[src/rtl/uart_rx_pkg.sv]
// uart_rx_pkg: shared definitions for the UART receive path.
//   rx_state_e  : receiver FSM states, encodings held at their legacy values
//   FRAME_BITS  : start + data + parity + stop
//   DATA_BITS   : payload width
//   even_parity : parity check over a data byte plus its parity bit
package uart_rx_pkg;

  localparam int unsigned FRAME_BITS = 11;
  localparam int unsigned DATA_BITS  = 8;

  typedef enum logic [2:0] {
    IDLE   = 3'd0,
    START  = 3'd1,
    DATA   = 3'd2,
    PARITY = 3'd3,
    STOP   = 3'd4
  } rx_state_e;

  // Returns 1 when data plus parity bit holds an odd number of ones.
  function automatic logic even_parity(input logic [DATA_BITS-1:0] d, input logic p);
    return ^{d, p};
  endfunction

endpackage

[src/rtl/uart_rx_if.sv]
// uart_rx_if: serial line, oversample strobe and received-byte signals.
//   rx         : serial line, idle high
//   tick       : oversample strobe, one clk wide
//   data_out   : last received byte
//   rx_done    : one-cycle pulse, data_out and error flags valid
//   parity_err : parity mismatch of the last frame
//   frame_err  : stop bit of the last frame sampled 0
//   busy       : receiver not idle
// Modports: slave = the receiver, master = line driver / byte consumer.
interface uart_rx_if;
  import uart_rx_pkg::*;

  logic                 rx;
  logic                 tick;
  logic [DATA_BITS-1:0] data_out;
  logic                 rx_done;
  logic                 parity_err;
  logic                 frame_err;
  logic                 busy;

  modport slave (
    input  rx, tick,
    output data_out, rx_done, parity_err, frame_err, busy
  );

  modport master (
    output rx, tick,
    input  data_out, rx_done, parity_err, frame_err, busy
  );

endinterface

[src/rtl/uart_rx_sync.sv]
// uart_rx_sync: SYNC_STAGES-deep metastability synchroniser for the rx line.
// Flops reset to 1 so an idle line is not mistaken for a start bit after reset.
//   clk   : system clock
//   rst_n : asynchronous reset, active low
//   d_i   : asynchronous input
//   q_o   : synchronised output
module uart_rx_sync #(
  parameter int unsigned SYNC_STAGES = 2
) (
  input  logic clk,
  input  logic rst_n,
  input  logic d_i,
  output logic q_o
);

  logic [SYNC_STAGES-1:0] sync_q;

  always_ff @(posedge clk or negedge rst_n) begin
    if (!rst_n) begin
      sync_q <= '1;
    end else begin
      sync_q <= {sync_q[SYNC_STAGES-2:0], d_i};
    end
  end

  assign q_o = sync_q[SYNC_STAGES-1];

endmodule

[src/rtl/uart_rx.sv]
// uart_rx: UART receiver. Deserialises start, 8 data bits LSB-first, even
// parity and stop; oversamples the synchronised line on the tick strobe and
// reports each byte with a one-cycle rx_done plus parity/framing flags.
//   clk   : system clock, posedge
//   rst_n : asynchronous reset, active low
//   bus   : uart_rx_if.slave (rx, tick in; data_out, rx_done, parity_err,
//           frame_err, busy out)
module uart_rx
  import uart_rx_pkg::*;
#(
  parameter int unsigned OVERSAMPLE  = 16,
  parameter int unsigned SYNC_STAGES = 2
) (
  input  logic     clk,
  input  logic     rst_n,
  uart_rx_if.slave bus
);

  localparam int unsigned    SW     = $clog2(OVERSAMPLE);
  localparam int unsigned    BW     = $clog2(DATA_BITS);
  localparam logic [SW-1:0]  S_MID  = SW'(OVERSAMPLE / 2 - 1);
  localparam logic [SW-1:0]  S_LAST = SW'(OVERSAMPLE - 1);
  localparam logic [BW-1:0]  B_LAST = BW'(DATA_BITS - 1);

  logic rx_s;

  rx_state_e            state_q, state_d;
  logic [SW-1:0]        s_cnt_q, s_cnt_d;
  logic [BW-1:0]        b_cnt_q, b_cnt_d;
  logic [DATA_BITS-1:0] sh_q, sh_d;
  logic                 par_q, par_d;
  logic                 brk_q, brk_d;
  logic [DATA_BITS-1:0] data_q, data_d;
  logic                 perr_q, perr_d;
  logic                 ferr_q, ferr_d;
  logic                 done_q, done_d;

  uart_rx_sync #(
    .SYNC_STAGES(SYNC_STAGES)
  ) u_sync (
    .clk  (clk),
    .rst_n(rst_n),
    .d_i  (bus.rx),
    .q_o  (rx_s)
  );

  always_comb begin
    state_d = state_q;
    s_cnt_d = s_cnt_q;
    b_cnt_d = b_cnt_q;
    sh_d    = sh_q;
    par_d   = par_q;
    brk_d   = brk_q;
    data_d  = data_q;
    perr_d  = perr_q;
    ferr_d  = ferr_q;
    done_d  = 1'b0;

    if (bus.tick) begin
      unique case (state_q)
        IDLE: begin
          if (!rx_s) begin
            s_cnt_d = '0;
            state_d = START;
          end
        end

        START: begin
          if (s_cnt_q == S_MID) begin
            if (!rx_s) begin
              s_cnt_d = '0;
              b_cnt_d = '0;
              state_d = DATA;
            end else begin
              state_d = IDLE;
            end
          end else begin
            s_cnt_d = s_cnt_q + SW'(1);
          end
        end

        DATA: begin
          if (s_cnt_q == S_LAST) begin
            s_cnt_d = '0;
            sh_d    = {rx_s, sh_q[DATA_BITS-1:1]};
            if (b_cnt_q == B_LAST) begin
              state_d = PARITY;
            end else begin
              b_cnt_d = b_cnt_q + BW'(1);
            end
          end else begin
            s_cnt_d = s_cnt_q + SW'(1);
          end
        end

        PARITY: begin
          if (s_cnt_q == S_LAST) begin
            s_cnt_d = '0;
            par_d   = rx_s;
            state_d = STOP;
          end else begin
            s_cnt_d = s_cnt_q + SW'(1);
          end
        end

        STOP: begin
          // brk_q splits STOP into "waiting for the stop sample" and
          // "line held low after a break", so the break hold never re-reports.
          if (brk_q) begin
            if (rx_s) begin
              brk_d   = 1'b0;
              state_d = IDLE;
            end
          end else if (s_cnt_q == S_LAST) begin
            s_cnt_d = '0;
            data_d  = sh_q;
            perr_d  = even_parity(sh_q, par_q);
            ferr_d  = ~rx_s;
            done_d  = 1'b1;
            if (rx_s) begin
              state_d = IDLE;
            end else begin
              brk_d = 1'b1;
            end
          end else begin
            s_cnt_d = s_cnt_q + SW'(1);
          end
        end

        default: begin
          state_d = IDLE;
          brk_d   = 1'b0;
        end
      endcase
    end
  end

  always_ff @(posedge clk or negedge rst_n) begin
    if (!rst_n) begin
      state_q <= IDLE;
      s_cnt_q <= '0;
      b_cnt_q <= '0;
      sh_q    <= '0;
      par_q   <= 1'b0;
      brk_q   <= 1'b0;
      data_q  <= '0;
      perr_q  <= 1'b0;
      ferr_q  <= 1'b0;
      done_q  <= 1'b0;
    end else begin
      state_q <= state_d;
      s_cnt_q <= s_cnt_d;
      b_cnt_q <= b_cnt_d;
      sh_q    <= sh_d;
      par_q   <= par_d;
      brk_q   <= brk_d;
      data_q  <= data_d;
      perr_q  <= perr_d;
      ferr_q  <= ferr_d;
      done_q  <= done_d;
    end
  end

  assign bus.data_out   = data_q;
  assign bus.rx_done    = done_q;
  assign bus.parity_err = perr_q;
  assign bus.frame_err  = ferr_q;
  assign bus.busy       = (state_q != IDLE);

endmodule

[src/flat_wrapper.sv]
// flat-port wrapper written by rule: the top's interface ports become plain ports
module uart_rx_flat import uart_rx_pkg::*;
#(
  parameter int unsigned OVERSAMPLE  = 16,
  parameter int unsigned SYNC_STAGES = 2
)
  (clk, rst_n, bus_rx, bus_tick, bus_data_out, bus_rx_done, bus_parity_err, bus_frame_err, bus_busy);
  uart_rx_if bus_i ();
  input  logic clk;
  input  logic rst_n;
  input wire logic [$bits(bus_i.rx)-1:0] bus_rx;
  input wire logic [$bits(bus_i.tick)-1:0] bus_tick;
  output wire logic [$bits(bus_i.data_out)-1:0] bus_data_out;
  output wire logic [$bits(bus_i.rx_done)-1:0] bus_rx_done;
  output wire logic [$bits(bus_i.parity_err)-1:0] bus_parity_err;
  output wire logic [$bits(bus_i.frame_err)-1:0] bus_frame_err;
  output wire logic [$bits(bus_i.busy)-1:0] bus_busy;
  assign bus_i.rx = bus_rx;
  assign bus_i.tick = bus_tick;
  assign bus_data_out = bus_i.data_out;
  assign bus_rx_done = bus_i.rx_done;
  assign bus_parity_err = bus_i.parity_err;
  assign bus_frame_err = bus_i.frame_err;
  assign bus_busy = bus_i.busy;
  uart_rx #(.OVERSAMPLE(OVERSAMPLE), .SYNC_STAGES(SYNC_STAGES)) u_core (.clk(clk), .rst_n(rst_n), .bus(bus_i));
endmodule
[config.mk]
export PLATFORM = sky130hd
export DESIGN_NAME = uart_rx_flat
export DESIGN_NICKNAME = d
export VERILOG_FILES = /design/src/rtl/uart_rx_pkg.sv /design/src/rtl/uart_rx_if.sv /design/src/rtl/uart_rx_sync.sv /design/src/rtl/uart_rx.sv /design/src/flat_wrapper.sv
export SDC_FILE = /design/constraint.sdc
export NUM_CORES = 1
export LEC_CHECK = 0
export ABC_CLOCK_PERIOD_IN_PS = 4200
export BUFFER_PORTS_ARGS = -buffer_cell sky130_fd_sc_hd__buf_2
export CAP_MARGIN = 20
export CORE_MARGIN = 2
export CORE_UTILIZATION = 60
export CTS_CLUSTER_DIAMETER = 60
export DETAILED_ROUTE_END_ITERATION = 12
export GPL_TIMING_DRIVEN = 0
export HOLD_SLACK_MARGIN = 0.05
export MAX_ROUTING_LAYER = met4
export PLACE_DENSITY_LB_ADDON = 0.1
export SYNTH_ARGS = -nofsm -noshare
export SYNTH_HDL_FRONTEND = slang
export SYNTH_SLANG_ARGS = --single-unit
[constraint.sdc]
create_clock -name clk -period 4.2 [get_ports clk]
set_clock_uncertainty 0.2 [all_clocks]
set_input_delay 0.63 -clock clk [delete_from_list [all_inputs] [get_ports clk]]
set_output_delay 0.63 -clock clk [all_outputs]
set_load 0.005 [all_outputs]
-- After elaboration in Yosys (flattened, before gate mapping)
Index checks and enable logic that the tools add are counted.
- register bits after elaboration: 33
- output and inout port bits: 12
- word-level logic and storage cells: 74
- bitwise operators: 3
- equality and inequality tests: 16
- reductions and logical operators: 14
- add/subtract/negate cells: 2
- mux-type cells: 28
- operator list (cell ; count):
    $mux W3 ; 12
    $mux W4 ; 4
    $pmux W4 S4 ; 1
    $pmux W3 S5 ; 1
    $reduce_and A3 Y1 ; 3
    $reduce_xor A9 Y1 ; 1
    $ne A2 B1 Y1 const B ; 4
    $ne A2 B2 Y1 const B ; 4
    $mux W1 ; 7
    $reduce_and A7 Y1 ; 1
    $eq A3 B2 Y1 const B ; 2
    $eq A3 B3 Y1 const B ; 2
    $pmux W3 S2 ; 1
    $reduce_and A6 Y1 ; 1
    $add A4 B1 Y4 const B ; 1
    $eq A4 B3 Y1 const B ; 1
    $eq A4 B4 Y1 const B ; 1
    $reduce_and A4 Y1 ; 1
    $reduce_bool A4 Y1 ; 1
    $reduce_or A4 Y1 ; 1
    $add A3 B1 Y3 const B ; 1
    $eq A3 B1 Y1 const B ; 1
    $logic_not A3 Y1 ; 1
    $ne A3 B1 Y1 const B ; 1
    7 further kinds ; 9

-- Longest topological paths before layout
- depth after elaboration: 5
- mapped depth: 7
- gate-level depth less buffers: 6

-- Cells and area by module
A second synthesis with hierarchy kept.
- cell total of the unflattened synthesis: 143
- area total of the unflattened synthesis: 1711.6 um2
- by module, submodules not included (module ; times used ; area an instance (um2) ; cells an instance ; sequential area each (um2)):
    uart_rx ; 1 ; 1659.1 ; 141 ; 775.7
    uart_rx_sync ; 1 ; 52.6 ; 2 ; 52.6

-- Least setup slack after synthesis
OpenSTA, ideal clock, no wires.
- path type: reg-to-reg
- start: reg u_core.b_cnt_q[0]
- end: reg u_core.b_cnt_q[0]
- path slack: 2081 ps
- cell stages (with the launch flop): 6
- setup time: 128 ps
- clock period less this slack: 2119 ps
- required time: 3872 ps
- arrival time: 1791 ps
- path through: dfrtp_1 -> ha_1 -> ha_1 -> or4_4 -> a21oi_2 -> mux2_1
- longest elaborated chain between the ends: 4
- ends and longest elaborated chain (item ; line ; source):
    start: declaration ; uart_rx.sv:29 ; logic [BW-1:0] b_cnt_q, b_cnt_d;
    start signal: assignment ; uart_rx.sv:153 ; b_cnt_q <= b_cnt_d;
    $add A3 B1 Y3 ; uart_rx.sv:89 ; b_cnt_d = b_cnt_q + BW'(1);
    $mux W3 ; uart_rx.sv:86 ; if (b_cnt_q == B_LAST) begin
    $mux W3 ; uart_rx.sv:83 ; if (s_cnt_q == S_LAST) begin
    $pmux W3 S2 ; uart_rx.sv:60 ; unique case (state_q)
Several ways; a longest one is shown, not always the timed one. The select of a mux whose other input is x is not followed.
A chain may end at the register's enable or synchronous reset.

-- Final worst setup path
- start: reg u_core.s_cnt_q[0]
- end: reg u_core.data_q[3], in the netlist u_core.bus.data_out[3]
- longest elaborated chain between the ends: 2
- ends and longest elaborated chain (item ; line ; source):
    start: declaration ; uart_rx.sv:28 ; logic [SW-1:0] s_cnt_q, s_cnt_d;
    start signal: assignment ; uart_rx.sv:152 ; s_cnt_q <= s_cnt_d;
    $eq A4 B4 Y1 ; uart_rx.sv:114 ; end else if (s_cnt_q == S_LAST) begin
    $reduce_and A4 Y1 (no source line) ; - ;
    end signal: assignment ; uart_rx.sv:157 ; data_q <= data_d;
    end: declaration ; uart_rx.sv:33 ; logic [DATA_BITS-1:0] data_q, data_d;
Every way passes these cells.

==> results.sh <==
export IMPL_vias=1087
export IMPL_die_w_um=55.7
export IMPL_routed_wl_mm=2.67
export IMPL_diodes=0
export IMPL_cpMostUsedCell="buf_4"
export IMPL_cp_slowest_cell="dfrtp_1"
export IMPL_hold_viol=0
export IMPL_vias_per_cell=5.84
export IMPL_ys_flop_type="dfrtp_1"
export IMPL_placed_area_sq_mm=0.00171
export IMPL_ctsHoldBuffers=0
export IMPL_drive_above_1_share=0.321
export IMPL_synth_edf_count=0
export IMPL_rsz0062_at_grt="false"
export IMPL_ant_nets=0
export IMPL_netlist_top_cells_area="dfrtp_1, mux2_2, mux2_1"
export IMPL_power_uw=837
export IMPL_cp_end_kind="register"
export IMPL_fin_crit_sh=0.547
export IMPL_wl_per_cell_um=14.3
export IMPL_overflow=0
export IMPL_post_dp_hpwl_mm=1.87
export IMPL_dr_first_iter_drc_count=28
export IMPL_finalWeightedCongestion=0.762
export IMPL_dp_cells=178
export IMPL_grt_total_usage=0.201
export IMPL_cts_num_sinks=33
export IMPL_syn_nets=141
export IMPL_power_density_mw_per_mm2=474
export IMPL_synth_most_common_cell="dfrtp_1"
export IMPL_avgSynthCellArea_sq_um=12.0
export IMPL_cp_start_kind="register"
export IMPL_syn2layout_area_growth_pct=9.89
export IMPL_cts_tree="built"
export IMPL_arrival_ns=2.30
export IMPL_initial_utilization=0.643
export IMPL_critPathKind="register to register"
export IMPL_required_ns=4.20
export IMPL_status="finished, final reports clean"
export IMPL_utilization=0.706
export IMPL_fmax_ghz=0.435
export IMPL_clockBufferDepth=2
export IMPL_worstPathCellList="ha_1 > and3_1 > buf_4 > nand3_2 > nor4_2 > buf_4 > mux2_1"
export IMPL_ys_async_sr_fraction=1.00
export IMPL_final_setup_worst_slack_ns=1.90
export IMPL_grt_max_degree=34
export IMPL_finalNetCount=162
export IMPL_worstSkewPairLatency_ns=0.32
export IMPL_vdd_drop_max_uv=384
export IMPL_grt_pass1_vias=1027
export IMPL_synthCells=134
export IMPL_crit_fanout=10
export IMPL_post_place_ws_ns=1.86
export IMPL_final_area_sq_mm=0.00177
export IMPL_cts_buffers=5
export IMPL_htree_levels=2
export IMPL_p_leak_nw=0.900
export IMPL_firstDrtPassIters=4
export IMPL_path_buf_inv=2
export IMPL_ys_warn_count=0
export IMPL_fin_tns_setup_ns=0
export IMPL_post_cts_buffers=0
export IMPL_root_buffer="clkbuf_4"
export IMPL_synth_area_leader_cell="dfrtp_1"
export IMPL_finalMaxSlewViolations=0
export IMPL_dieArea_sq_mm=0.00311
export IMPL_antenna_found_initial=0
export IMPL_portBuffers=14
export IMPL_finalNonFillerCells=186
export IMPL_min_path_type="input pin to asynchronous set/reset pin"
export IMPL_period_needed_ns=2.30
export IMPL_whs_ns=0.159
export IMPL_cp_slowest_stage_delay_ns=0.41
export IMPL_drc=0
export IMPL_yosysUniqueCellTypes=40
export IMPL_critPathTopFamily="simple AND/OR/NAND/NOR gates"
export IMPL_ys_seq_area_frac=0.516
export IMPL_synth_seq_cells=33
export IMPL_relSlewSlack=0.522
export IMPL_core_area_sq_mm=0.00250
export IMPL_cts_clk_slew_worst_paths_ns=0.10
export IMPL_yosys_top_cells_count="dfrtp_1, mux2_2, nand2_1"
export IMPL_pin_count=16
export IMPL_cts_resized_gates=0
export IMPL_row_count=18
export IMPL_grt_pass1_wl_mm=4.77
export IMPL_mappedNetlistArea_sq_mm=0.00161
export IMPL_drv_cap=0
export IMPL_synthDominantCellAreaShare=0.483
export IMPL_setup_viol=0
export IMPL_die_height_um=55.7
export IMPL_worst_pin_slew_ns=0.717
state kept, by name, indices dropped and copies added (netlist names):
name / flops
u_core.bus.data_out: 8
u_core.sh_q: 8
u_core.s_cnt_q: 4
u_core.b_cnt_q: 3
u_core.state_q: 3
u_core.u_sync.sync_q: 2
u_core.brk_q: 1
u_core.bus.frame_err: 1
u_core.bus.parity_err: 1
u_core.bus.rx_done: 1
u_core.par_q: 1
layer usage:
layer,up-vias,GRT usage,share of wire
met5,-,-,0
met4,0,0.0697,0.0049
met3,2,0.0488,0.035
met2,20,0.291,0.46
met1,549,0.278,0.50
li1,516,-,-
logic make-up (layout without fill, tap and decap cells):
kind of cell             Yosys count  in the layout  share of synthesized area
AO/OA/AOI/OAI                     22             22                     0.0966
XOR/XNOR                           7              7                     0.0467
adder cells (fa/ha/maj)            3              3                     0.0234
buffers and inverters             12             34                     0.0366
flip-flops                        33             33                      0.516
multiplexers                      23             23                      0.159
AND/OR/NAND/NOR                   34             34                      0.122
layout make-up:
cell class                      count  area (sq um)
Clock inverter                      2          10.0
Inverter                            4          15.0
Multi-Input combinational cell     89           719
Fill cell                         197           734
Clock buffer                        6          41.3
Sequential cell                    33           828
Tap cell                           30          37.5
Buffer                              8          43.8
Timing Repair Buffer               14          70.1
layout by cell type, fill, tap and decap left out, drive strengths merged, types with 2 or more instances in the layout:
master	instances
a21o	2
a21oi	3
a22o	3
and3	3
buf	19
clkbuf	9
clkinv	2
dfrtp	31
dfstp	2
ha	3
inv	4
mux2	20
mux2i	3
nand2	8
nand3	7
nor2	6
o21ai	7
or2	3
xnor2	5
power breakdown:
group          switching (mW)  leakage, nW  internal [mW]
combinational           0.138        0.442          0.120
sequential             0.0471        0.426          0.369
clock                  0.0996       0.0320         0.0638
total                   0.285        0.900          0.552
worst reg2reg max path, cell delays in order, from the launching register on:
cell     delay, ns
dfrtp_1       0.41
ha_1          0.28
and3_1        0.18
buf_4         0.15
nand3_2       0.09
nor4_2        0.26
buf_4         0.26
mux2_1        0.35
worst paths after layout:
kind | cells past startpoint | end | slack (ns) | from
setup / recovery | 7 | u_core.bus.data_out[3] | 1.90 | u_core.s_cnt_q[0]
hold / removal | 1 | u_core.par_q | 0.16 | rst_n
setup reg to reg | 7 | u_core.bus.data_out[3] | 1.90 | u_core.s_cnt_q[0]
hold reg to reg | 0 | u_core.u_sync.sync_q[1] | 0.17 | u_core.u_sync.sync_q[0]
max in group asynchronous | 1 | u_core.state_q[2] | 3.19 | rst_n
min in group clk | 0 | u_core.u_sync.sync_q[1] | 0.17 | u_core.u_sync.sync_q[0]
Power figures use the tool's default switching activity.
